==> src/rtl/regfile_mp.sv <==
// regfile_mp: multi-port register file with a pending (reservation) bit per register.
module regfile_mp #(
  parameter int DATA_W    = 32,
  parameter int ADDR_W    = 5,
  parameter int NUM_RD    = 2,
  parameter int BYPASS    = 1,
  parameter int INIT_MODE = 0
) (
  input  logic                     clk,
  input  logic                     rst,
  input  logic [NUM_RD*ADDR_W-1:0] rd_addr,
  output logic [NUM_RD*DATA_W-1:0] rd_data,
  output logic [NUM_RD-1:0]        rd_busy,
  input  logic                     we,
  input  logic [ADDR_W-1:0]        waddr,
  input  logic [DATA_W-1:0]        wdata,
  input  logic                     rsv_en,
  input  logic [ADDR_W-1:0]        rsv_addr,
  output logic                     any_busy
);
  localparam int DEPTH = 1 << ADDR_W;
  logic [DATA_W-1:0] mem_q [DEPTH];
  logic [DEPTH-1:0]  pending_q, pending_d;
  // reservation is applied after the write clear so a new producer wins
  always_comb begin
    pending_d = pending_q;
    if (we) pending_d[waddr] = 1'b0;
    if (rsv_en) pending_d[rsv_addr] = 1'b1;
    pending_d[0] = 1'b0;
  end
  always_ff @(posedge clk) begin
    if (rst) begin
      pending_q <= '0;
      for (int i = 0; i < DEPTH; i++) mem_q[i] <= (INIT_MODE == 1) ? DATA_W'(i * 10) : '0;
    end else begin
      pending_q <= pending_d;
      if (we && waddr != '0) mem_q[waddr] <= wdata;
    end
  end
  assign any_busy = |pending_q;
  for (genvar k = 0; k < NUM_RD; k++) begin : g_rd
    logic [ADDR_W-1:0] a;
    logic              hit;
    assign a   = rd_addr[k*ADDR_W +: ADDR_W];
    assign hit = (BYPASS != 0) && we && (waddr == a) && (a != '0);
    assign rd_data[k*DATA_W +: DATA_W] = (a == '0) ? '0 : hit ? wdata : mem_q[a];
    assign rd_busy[k] = pending_q[a] & ~(hit & ~(rsv_en && rsv_addr == a));
  end
endmodule

==> config.mk <==
export PLATFORM = sky130hd
export DESIGN_NAME = regfile_mp
export DESIGN_NICKNAME = d
export VERILOG_FILES = /design/src/rtl/regfile_mp.sv
export SDC_FILE = /design/constraint.sdc
export NUM_CORES = 2
export LEC_CHECK = 0
export ABC_AREA = 1
export CAP_MARGIN = 20
export CORE_UTILIZATION = 26
export CTS_CLUSTER_SIZE = 12
export DETAILED_ROUTE_END_ITERATION = 10
export PLACE_DENSITY = 0.45
export SETUP_SLACK_MARGIN = 0.3
export SKIP_LAST_GASP = 1
export SLEW_MARGIN = 20
export SYNTH_ARGS = -nofsm -noshare
export SYNTH_HDL_FRONTEND = slang
export SYNTH_SLANG_ARGS = --single-unit
==> constraint.sdc <==
create_clock -name clk -period 2.85 [get_ports clk]
set_clock_uncertainty 0.2 [all_clocks]
set_input_delay 0.57 -clock clk [delete_from_list [all_inputs] [get_ports clk]]
set_output_delay 0.57 -clock clk [all_outputs]
set_load 0.03 [all_outputs]
* Word level (Yosys, flattened, before mapping)
Memory sizes are Yosys's and may differ from the RTL's.
Index checks and enable logic that the tools add are counted.
** Word-level totals
- Flip-flop bits (word level) :: 32
- Memory bits (writable) :: 1024
- Output and inout bits :: 67
- Memories kept :: 1
** Memory list
- mem_q :: words 32, bits a word 32, read ports 2, clocked after memory_dff 0, wr ports 32, RTL line 22 : logic [DATA_W-1:0] mem_q [DEPTH];
** Cells by class
- Order comparisons :: 6
- Eq/ne operators :: 4
- Mux-type cells :: 22
- Bitwise operators :: 11
- Reduce and logical (&&, ||, !) cells :: 16
** Operator list (number)
- 32-bit two-way mux :: 7
- 32-bit OR reduction :: 2
- 32-bit AND :: 1
- 32-bit NOT :: 1
- 32-bit OR :: 1
- 5-bit by 6-bit less-than comparator with 1-bit output, second input constant :: 4
- 5-bit equality test :: 4
- 5-bit nonzero test :: 3
- 1-bit binary-select mux with 5-bit select :: 2
- 1-bit demux with 5-bit select :: 2
- 5-bit by 1-bit greater-or-equal comparator with 1-bit output, second input constant :: 2
- 5-bit logical NOT :: 2
- 1-bit two-way mux :: 10
- 1-bit logical AND :: 9
- 5-bit two-way mux :: 1
- 1-bit AND :: 4
- 1-bit NOT :: 4

* Logic depth before layout (Yosys ltp)
- Word-level depth :: 9
- Mapped depth :: 13
- Mapped depth without buffers :: 10

* Least setup slack after synthesis
OpenSTA, ideal clock, no wires.
- Path kind :: in2reg
- From :: input waddr[0]
- To :: memory mem_q[23][0] (enable)
- Library setup time :: 0.478 ns
- Arrival :: 2.306 ns
- Required time :: 2.172 ns
- Setup slack :: -0.134 ns
- Stages on the path :: 9
- Path buffers :: 3
- Cell sequence :: buf_2 -> nor2_8 -> inv_1 -> o21ai_1 -> inv_2 -> buf_6 -> nand3_4 -> buf_2 -> nand2_1
** RTL lines
- start: declaration :: RTL line 15 : input logic [ADDR_W-1:0] waddr,
- end: declaration :: RTL line 22

* Worst setup path after layout
- From :: input rd_addr[0]
- To :: output rd_data[24]
** Between the ends
- Word-level cells in the longest chain between the ends :: 5
- Elaborated cells between the ends (all ways) :: 8
** RTL lines
- start: declaration :: RTL line 11 : input logic [NUM_RD*ADDR_W-1:0] rd_addr,
- parallel branches: the longest is 4 deep, another holds memory 32 x 32 bit
- 32-bit two-way mux * :: RTL line 46 : assign rd_data[k*DATA_W +: DATA_W] = (a == '0) ? '0 : hit ? wdata : mem_q[a];
- end: declaration :: RTL line 12 : output logic [NUM_RD*DATA_W-1:0] rd_data,
Mark *: on every way between the ends.

==> reports/metrics.cfg <==
[run_status]
status = finished with violations
violations = negative setup slack

[yosys]
ys_warn_count = 0
synthTopCellsByCount = nand2_1, nand3_1, edfxtp_1, nor2_1, inv_1
synth_seq_cells = 1055
synth_cell_types = 35
syn_inst = 7793
synthFlopType = edfxtp_1
synth_edf_count = 1024
yosysMostFrequentCell = nand2_1
syn_avg_cell_area_sq_um = 7.705
syn_area_sq_um = 60050
synth_seq_area_share_pct = 52.24
synthArstFlopShare_pct = 0
synthTopCellsByArea = edfxtp_1, nand2_1, nand3_1, nor2_1, inv_1
synthDominantCellAreaShare_pct = 51.21
synth.largest_area_cell = edfxtp_1

[grt]
grt_pass1_vias = 57632
track_usage_pct = 26.02
grt_start_max_net_pins = 44
antenna_found_initial = 4
gr-total-overflow = 0
grt_pass1_wl_mm = 433.9

[drt]
antenna_left = 0
firstDrtPassIters = 6
vias = 61019
post_drt_wl_per_cell_microns = 27.35
drtIter0Drc = 7674
post-route-drc-count = 0
viasPerCell = 5.298
finalWirelength_mm = 315.0

[place]
dp_slack_ns = -0.6398
io_buffers = 122
hpwl_mm = 202.0
place_area_sq_um = 72070
gp_congestion = 0.9194

[setup_path]
worstPathArrival_ns = 2.39
critPathLaunchType = input port
worst-path-max-fanout = 7
crit_type = in2out
worstSetupEndpointType = output pin
cp_data_required_time_ns = 2.08

[finish]
final_area_sq_um = 83560
fin_nets = 8443
final_util_pct = 36.38
drive_above_1_share_pct = 22.19
syn2layout_area_growth_pct = 39.15
fillerInstances = 23141

[sta]
period_share_pct = 110.9
timing.slew.headroom_pct = 54.74
hold_viol_final = 0
final.setup.worst_slack_ns = -0.3116
rsz0062_at_grt = true
slew_viol_final = 0
tightest_slew_ns = 0.6790
max_freq_ghz = 0.3163
fin_crit_ns = 3.162
setup_violations = 66

[clock_network]
h-tree-depth = 3
clock_latency_ns = 0.76
cts-root-buf = clkbuf_16
cts_tree = built
clock-sinks = 1055
cts_max_path_buffers = 3
numCtsBuffers = 119
path_clk_slew_ns = 0.06

[floorplan]
ios = 123
die_h_microns = 482.6
dieArea_sq_um = 232900
start_util_pct = 26.14
core_sq_um = 229700
die-width_microns = 482.6
num_rows = 176

[flow_run]
drv_cap = 0

[pwr]
power_density_nw_per_um2 = 514.0
p_leak_nw = 35.79
vdd.ir_drop.worst_uv = 552.2

[worst_hold_path]
hold_class = in2reg

## critical path, stage by stage
cell and delay, ns:
buf_16 0.15, inv_16 0.06, nor2_4 0.16, buf_12 0.21
buf_12 0.17, buf_12 0.12, buf_6 0.10, buf_12 0.11
nand2_2 0.04, nand4_1 0.08, nand3_1 0.11, nand3_2 0.11
nand3_2 0.10, nand2_1 0.07, inv_1 0.04, buf_6 0.13
## through the flow
stage                     hold slack, ns  power, mW  instances  setup TNS, ns
final                             0.1765      42.95      11517         -13.71
after global routing              0.2073      44.05      11516         -16.26
after CTS                         0.1489      42.50      11449         -14.64
after detailed placement          0.2802      25.90      11071        -258.28
after global placement            0.2728      25.89      11071        -251.52
after floorplan                   0.2521      21.92       7824              0
## routing by layer
| layer | global-route usage (%) | wire, microns | up-vias |
|---|---|---|---|
| met2 | 42.44 | 146100 | 3698 |
| met3 | 3.472 | 28380 | 794 |
| li1 | - | - | 26646 |
| met4 | 14.77 | 19090 | 4 |
| met5 | 0 | 27 | - |
| met1 | 33.05 | 121400 | 29877 |
## sequential cells by signal (all words and copies together), names as in the netlist
signal / count
mem_q: 1024
pending_q: 31
## final cells by class
class	count	area, sq um	share of cell area (%)
Tap cell	3026	3786	4.531
Antenna cell	2	5.005	0.005990
Inverter	711	2741	3.281
Clock inverter	70	668.1	0.7996
Sequential cell	1055	31380	37.56
Clock buffer	153	3168	3.792
Timing Repair Buffer	1080	15330	18.34
Multi-Input combinational cell	5420	26480	31.69
## path summary, 6_finish.rpt
kind | start | end | slack, ns | depth (start not counted)
setup / recovery | rd_addr[0] | rd_data[24] | -0.31 | 16
hold / removal | rst | pending_q[4] | 0.18 | 5
setup reg to reg | pending_q[12] | pending_q[12] | 1.86 | 3
hold reg to reg | pending_q[31] | pending_q[31] | 0.29 | 2
## repair_timing
action                     4_1_cts  5_1_grt
gates resized for setup        633      364
hold buffers                     0        0
setup endpoints to repair       67       67
pin swaps                      154      237
setup buffers                  112       44
cloned                          43       22
## power breakdown
part,internal [mW],switching [mW],leakage (nW)
Sequential,17.8,0.343,10.0
Clock,8.74,7.01,1.87
Combinational,3.40,5.64,23.9
Total,30.0,13.0,35.8
## cell families after synthesis
kind of cell | after synthesis | synth area share, %
xor gates and xnor gates | 4 | 0.05836
DFF | 1055 | 52.24
and+or+nand+nor | 5063 | 35.79
buffers and inverters | 1349 | 9.154
AOI/OAI and AO/OA | 321 | 2.744
other | 1 | 0.006245
## layout by cell type (no fill, tap or decap), drive strengths merged
cell type,n
nor2,1022
buf,1010
clkdlybuf4s50,38
o211ai,11
clkbuf,176
dfxtp,31
diode,2
bufbuf,8
o21ai,14
nor4,8
nor3,21
xnor2,1
a21oi,288
nand4,131
clkinv,56
conb,32
nand3,1473
clkinvlp,2
inv,713
clkdlybuf4s15,1
nand2,2407
xor2,3
edfxtp,1024
o22ai,7
o211a,1
or2,1
bufinv,10
(Power assumes the default switching activity.)
